<file path="src/rtl/seq_encoder8to3.sv">
// Sequential 8-to-3 priority encoder: captures a request vector and streams the
// index of every set bit, one per valid/ready handshake, in priority order.
module seq_encoder8to3 #(
  parameter bit PRIORITY_MSB = 1'b1
) (
  input  logic       clk,
  input  logic       rst_n,
  input  logic       load,
  input  logic [7:0] din,
  output logic       busy,
  output logic [2:0] code,
  output logic       valid,
  input  logic       ready,
  output logic       done,
  output logic [3:0] count
);

  typedef enum logic [1:0] {IDLE, EMIT, DONE} state_t;

  state_t     state;
  logic [7:0] pending;
  logic [7:0] pend_next;
  logic       hs;

  // Later matches overwrite earlier ones, so the scan direction picks the winner.
  function automatic logic [2:0] prio_index(input logic [7:0] v);
    logic [2:0] idx;
    idx = 3'd0;
    if (PRIORITY_MSB) begin
      for (int i = 0; i < 8; i++)
        if (v[i]) idx = 3'(i);
    end else begin
      for (int i = 7; i >= 0; i--)
        if (v[i]) idx = 3'(i);
    end
    return idx;
  endfunction

  always_comb begin
    hs        = valid && ready;
    pend_next = pending & ~(8'd1 << code);
  end

  always_ff @(posedge clk or negedge rst_n) begin
    if (!rst_n) begin
      state   <= IDLE;
      pending <= 8'd0;
      count   <= 4'd0;
      code    <= 3'd0;
      valid   <= 1'b0;
      busy    <= 1'b0;
      done    <= 1'b0;
    end else begin
      case (state)
        IDLE: begin
          done <= 1'b0;
          busy <= 1'b0;
          if (load) begin
            pending <= din;
            count   <= 4'd0;
            busy    <= 1'b1;
            if (din != 8'd0) begin
              code  <= prio_index(din);
              valid <= 1'b1;
              state <= EMIT;
            end else begin
              done  <= 1'b1;
              state <= DONE;
            end
          end
        end
        EMIT: begin
          // Stalled cycles fall through with code, valid and pending untouched.
          if (hs) begin
            pending <= pend_next;
            count   <= count + 4'd1;
            if (pend_next == 8'd0) begin
              valid <= 1'b0;
              done  <= 1'b1;
              state <= DONE;
            end else begin
              code <= prio_index(pend_next);
            end
          end
        end
        DONE: begin
          done  <= 1'b0;
          busy  <= 1'b0;
          valid <= 1'b0;
          state <= IDLE;
        end
        default: state <= IDLE;
      endcase
    end
  end

endmodule

</file>
<file path="config.mk">
export PLATFORM = sky130hd
export DESIGN_NAME = seq_encoder8to3
export DESIGN_NICKNAME = d
export VERILOG_FILES = /design/src/rtl/seq_encoder8to3.sv
export SDC_FILE = /design/constraint.sdc
export NUM_CORES = 1
export LEC_CHECK = 0
export ABC_AREA = 0
export BUFFER_PORTS_ARGS = -buffer_cell sky130_fd_sc_hd__buf_2
export CORE_ASPECT_RATIO = 1.1
export CORE_MARGIN = 3
export CORE_UTILIZATION = 40
export DETAILED_ROUTE_END_ITERATION = 16
export GPL_ROUTABILITY_DRIVEN = 0
export GPL_TIMING_DRIVEN = 0
export PLACE_DENSITY_LB_ADDON = 0.2
export SLEW_MARGIN = 0
export SYNTH_ARGS = -nofsm -noshare
export SYNTH_HDL_FRONTEND = slang
export SYNTH_SLANG_ARGS = --single-unit
</file>
<file path="constraint.sdc">
create_clock -name clk -period 2.5 [get_ports clk]
set_input_delay 0.125 -clock clk [delete_from_list [all_inputs] [get_ports clk]]
set_output_delay 0.125 -clock clk [all_outputs]
set_load 0.02 [all_outputs]
</file>
==> metrics.txt <==
# TYPE chip_impl_metric gauge
chip_impl_metric{name="r2r_setup_slack",unit="ps"} 390
chip_impl_metric{name="via_per_inst",unit=""} 5.92
chip_impl_metric{name="die_height",unit="um"} 67.3
chip_impl_metric{name="mappedNetlistNets",unit=""} 162
chip_impl_metric{name="grt_util_met3",unit="%"} 3.25
chip_impl_metric{name="antenna_violations_before_repair",unit=""} 0
chip_impl_metric{name="synthesis.area",unit="um2"} 1370
chip_impl_metric{name="diodes",unit=""} 0
chip_impl_metric{name="route.vias.total",unit=""} 1219
chip_impl_info{name="dominantRegCellSynth",value="sky130_fd_sc_hd__dfrtp_1"} 1
chip_impl_metric{name="finalNetCount",unit=""} 189
chip_impl_metric{name="netlist_instances",unit=""} 146
chip_impl_metric{name="numPortBuffers",unit=""} 21
chip_impl_metric{name="ys_types",unit=""} 39
chip_impl_metric{name="rows",unit=""} 21
chip_impl_metric{name="ys_seq_elements",unit=""} 20
chip_impl_metric{name="timing.setup.tns",unit="ps"} 0
chip_impl_info{name="ctsRootBufferMaster",value="sky130_fd_sc_hd__clkbuf_4"} 1
chip_impl_metric{name="grt_util_met2",unit="%"} 32.2
chip_impl_metric{name="peakVddDrop",unit="uV"} 636
chip_impl_metric{name="synth.yosys.seq_area_share",unit="%"} 36.7
chip_impl_metric{name="post_drt_wl_per_cell",unit="um"} 16.6
chip_impl_info{name="hold_start",value="din[1]"} 1
chip_impl_metric{name="post_cts_resize_count",unit=""} 0
chip_impl_metric{name="clock_latency",unit="ps"} 310
chip_impl_info{name="critPathLaunchType",value="register"} 1
chip_impl_metric{name="yosys_warnings",unit=""} 0
chip_impl_info{name="top_usage_layer",value="met2"} 1
chip_impl_info{name="cp_cell_sequence",value="inv_1 > ha_1 > nor2_1 > a211o_1 > nor2_1 > o21a_1 > mux2_2"} 1
chip_impl_metric{name="clk_pin_slew",unit="ps"} 130
chip_impl_info{name="cts_tree",value="done"} 1
chip_impl_metric{name="initial_core_util",unit="%"} 43.3
chip_impl_metric{name="reg2regPathDepth",unit=""} 7
chip_impl_info{name="worst_path_max_delay_cell",value="sky130_fd_sc_hd__dfrtp_1"} 1
chip_impl_metric{name="gr-total-overflow",unit=""} 0
chip_impl_metric{name="clock_tree_skew_after_final_layout",unit="ps"} 6.85
chip_impl_metric{name="globalRouteMet1Util",unit="%"} 22.2
chip_impl_metric{name="clock_sinks",unit=""} 20
chip_impl_metric{name="cts_buffer_count",unit=""} 3
chip_impl_metric{name="die_area",unit="um2"} 4150
chip_impl_metric{name="critPathBufInv",unit=""} 1
chip_impl_metric{name="max_cap_viol_count",unit=""} 0
chip_impl_info{name="critical-path-top-delay-family",value="compound AO/OA/AOI/OAI gates"} 1
chip_impl_metric{name="final.min_clock_period",unit="ps"} 2110
chip_impl_metric{name="worstPathRequired",unit="ps"} 2710
chip_impl_metric{name="post_synth.cell_area_avg",unit="um2"} 9.35
chip_impl_metric{name="core",unit="um2"} 3150
chip_impl_metric{name="power_density",unit="nW/um2"} 1420
chip_impl_metric{name="cts_htree_levels",unit=""} 1
chip_impl_metric{name="setup-violations-final",unit=""} 0
chip_impl_metric{name="timing.max_slew.rel_slack",unit="%"} 68.9
chip_impl_info{name="worstHoldEndpoint",value="pending[1]$_DFFE_PN0P_"} 1
chip_impl_info{name="worst_setup_path_end_kind",value="register"} 1
chip_impl_metric{name="clockBufferDepth",unit=""} 2
chip_impl_metric{name="tightest_slew",unit="ps"} 460
chip_impl_metric{name="totalWireLength",unit="mm"} 3.42
chip_impl_metric{name="timing.critical_path.slowest_cell_delay",unit="ps"} 400
chip_impl_metric{name="finalHoldViolCount",unit=""} 0
chip_impl_metric{name="drc",unit=""} 0
chip_impl_metric{name="grt_max_degree",unit=""} 21
chip_impl_metric{name="min_path_cells",unit=""} 3
chip_impl_metric{name="fmax",unit="GHz"} 0.474
chip_impl_metric{name="design.portCount",unit=""} 22
chip_impl_info{name="mostFrequentLayoutCells",value="sky130_fd_sc_hd__buf_2, sky130_fd_sc_hd__dfrtp_1, sky130_fd_sc_hd__o21ai_0"} 1
chip_impl_info{name="crit_type",value="register to register"} 1
chip_impl_info{name="worst_r2r_endpoint",value="code[2]$_DFFE_PN0P_"} 1
chip_impl_metric{name="worst_slack",unit="ps"} 390
chip_impl_info{name="rsz_0062_raised_after_global_routing",value="false"} 1
chip_impl_metric{name="pins_over_slew_limit",unit=""} 0
chip_impl_metric{name="first_iter_violations",unit=""} 76
chip_impl_info{name="critical-path-top-cell-by-count",value="sky130_fd_sc_hd__nor2_1"} 1
chip_impl_metric{name="post_route_cells_drive_above_1_share",unit="%"} 25.0
chip_impl_metric{name="synth-edff-count",unit=""} 0
chip_impl_metric{name="critPathMaxFanout",unit=""} 8
chip_impl_info{name="run_status",value="completed"} 1
chip_impl_metric{name="final.period_utilization",unit="%"} 84.4
chip_impl_metric{name="dr.pass1.iters",unit=""} 4
chip_impl_metric{name="vias_in_the_first_global_route",unit=""} 1296
chip_impl_metric{name="dieWidth",unit="um"} 61.7
chip_impl_metric{name="wire_length_of_the_first_global_routing_pass",unit="mm"} 5.78
chip_impl_metric{name="post-dp-hpwl",unit="mm"} 2.62
chip_impl_metric{name="dpl_worst_slack",unit="ps"} 419
chip_impl_info{name="layout_commonest_cell",value="sky130_fd_sc_hd__buf_2"} 1
chip_impl_metric{name="grt.total_usage",unit="%"} 18.7
chip_impl_metric{name="ant_nets",unit=""} 0
chip_impl_metric{name="critPathArrivalTime",unit="ps"} 2320
chip_impl_metric{name="area_delta_synth_final",unit="%"} 15.4
chip_impl_metric{name="p_leak",unit="nW"} 0.731
chip_impl_info{name="worstReg2RegStart",value="state[0]$_DFFE_PN0P_"} 1
chip_impl_info{name="hold_path.class",value="primary input to register"} 1
chip_impl_metric{name="synthArstFlopShare",unit="%"} 100
flip-flops by register name, indices dropped and copies added (netlist names):
signal	flops
state	2
valid	1
count	4
busy	1
code	3
pending	8
done	1
how the worst max path moves through the flow:
stage,start,end,slack (ps),cells after the start
CTS,state[0]$_DFFE_PN0P_,code[2]$_DFFE_PN0P_,390,7
global placement,state[0]$_DFFE_PN0P_,code[2]$_DFFE_PN0P_,430,7
floorplan,state[0]$_DFFE_PN0P_,code[1]$_DFFE_PN0P_,640,7
global route,state[0]$_DFFE_PN0P_,code[2]$_DFFE_PN0P_,240,7
finish,state[0]$_DFFE_PN0P_,code[2]$_DFFE_PN0P_,390,7
detailed placement,state[0]$_DFFE_PN0P_,code[2]$_DFFE_PN0P_,420,7
metal layers:
metal	vias up	wire length, um
met1	592	1480
li1	597	-
met4	0	46
met5	-	0
met3	6	125
met2	24	1760
cell families after synthesis:
kind of cell	after synthesis	synth area share [%]
adders and majority gates	4	3.67
DFF	20	36.7
and+or+nand+nor	47	17.8
buffers and inverters	14	4.67
muxes	11	8.98
AOI/OAI and AO/OA	50	28.2
synth_stat cells, types with 2 or more instances:
cell type	number	area [um2]
sky130_fd_sc_hd__nand3_1	3	15.0
sky130_fd_sc_hd__nor4_1	3	18.8
sky130_fd_sc_hd__o311ai_0	3	26.3
sky130_fd_sc_hd__and3_1	4	25.0
sky130_fd_sc_hd__mux2_2	6	67.6
sky130_fd_sc_hd__a31oi_1	2	12.5
sky130_fd_sc_hd__nor3_1	3	15.0
sky130_fd_sc_hd__o22ai_2	2	25.0
sky130_fd_sc_hd__buf_2	3	15.0
sky130_fd_sc_hd__nor2_1	12	45.0
sky130_fd_sc_hd__dfrtp_1	20	500
sky130_fd_sc_hd__o22ai_1	2	12.5
sky130_fd_sc_hd__o21ai_0	13	65.1
sky130_fd_sc_hd__a21oi_1	9	45.0
sky130_fd_sc_hd__clkbuf_1	2	7.51
sky130_fd_sc_hd__a21o_1	2	15.0
sky130_fd_sc_hd__inv_1	7	26.3
sky130_fd_sc_hd__a22o_1	8	70.1
sky130_fd_sc_hd__nand2_1	12	45.0
sky130_fd_sc_hd__ha_1	4	50.1
sky130_fd_sc_hd__nand2b_1	5	31.3
sky130_fd_sc_hd__mux2i_1	4	40.0
report_power, final:
part / total (mW) / switching, mW / internal, mW / leakage, nW
Sequential: 0.598 / 0.143 / 0.456 / 0.250
Combinational: 1.36 / 0.768 / 0.594 / 0.453
Clock: 0.269 / 0.107 / 0.162 / 0.0279
Total: 2.23 / 1.02 / 1.21 / 0.731
tightest hold or removal path: cells and delay by family:
family / cells / cell delay, ps
buffers and inverters: 1 / 100
AND/OR/NAND/NOR: 2 / 110
area by class of cell:
type,instances,area [um2]
fillers,299,1580
well taps,34,42.5
clock buffers,3,22.5
plain buffers,6,33.8
multi-input cells,112,801
inverters,8,30.0
repair buffers,22,115
flip-flops and latches,20,500
clock inverters,1,30.0
what timing repair did:
action,4_1_cts,5_1_grt
buffers inserted,0,0
hold endpoints to repair,20,0
hold buffers,1,0
stage by stage:
| stage | total power [mW] | utilization (%) | hold slack [ps] | instance area, um2 | std cells |
|---|---|---|---|---|---|
| finish | 2.23 | 50.0 | 61.8 | 1580 | 206 |
| global route | 2.44 | 50.0 | 51.3 | 1580 | 206 |
| CTS | 2.25 | 50.0 | 56.8 | 1580 | 206 |
| detailed placement | 1.97 | 48.0 | 108 | 1510 | 201 |
| global placement | 1.93 | 48.0 | 99.3 | 1510 | 201 |
| floorplan | 1.63 | - | -171 | 1370 | 146 |
(Power assumes the default switching activity.)
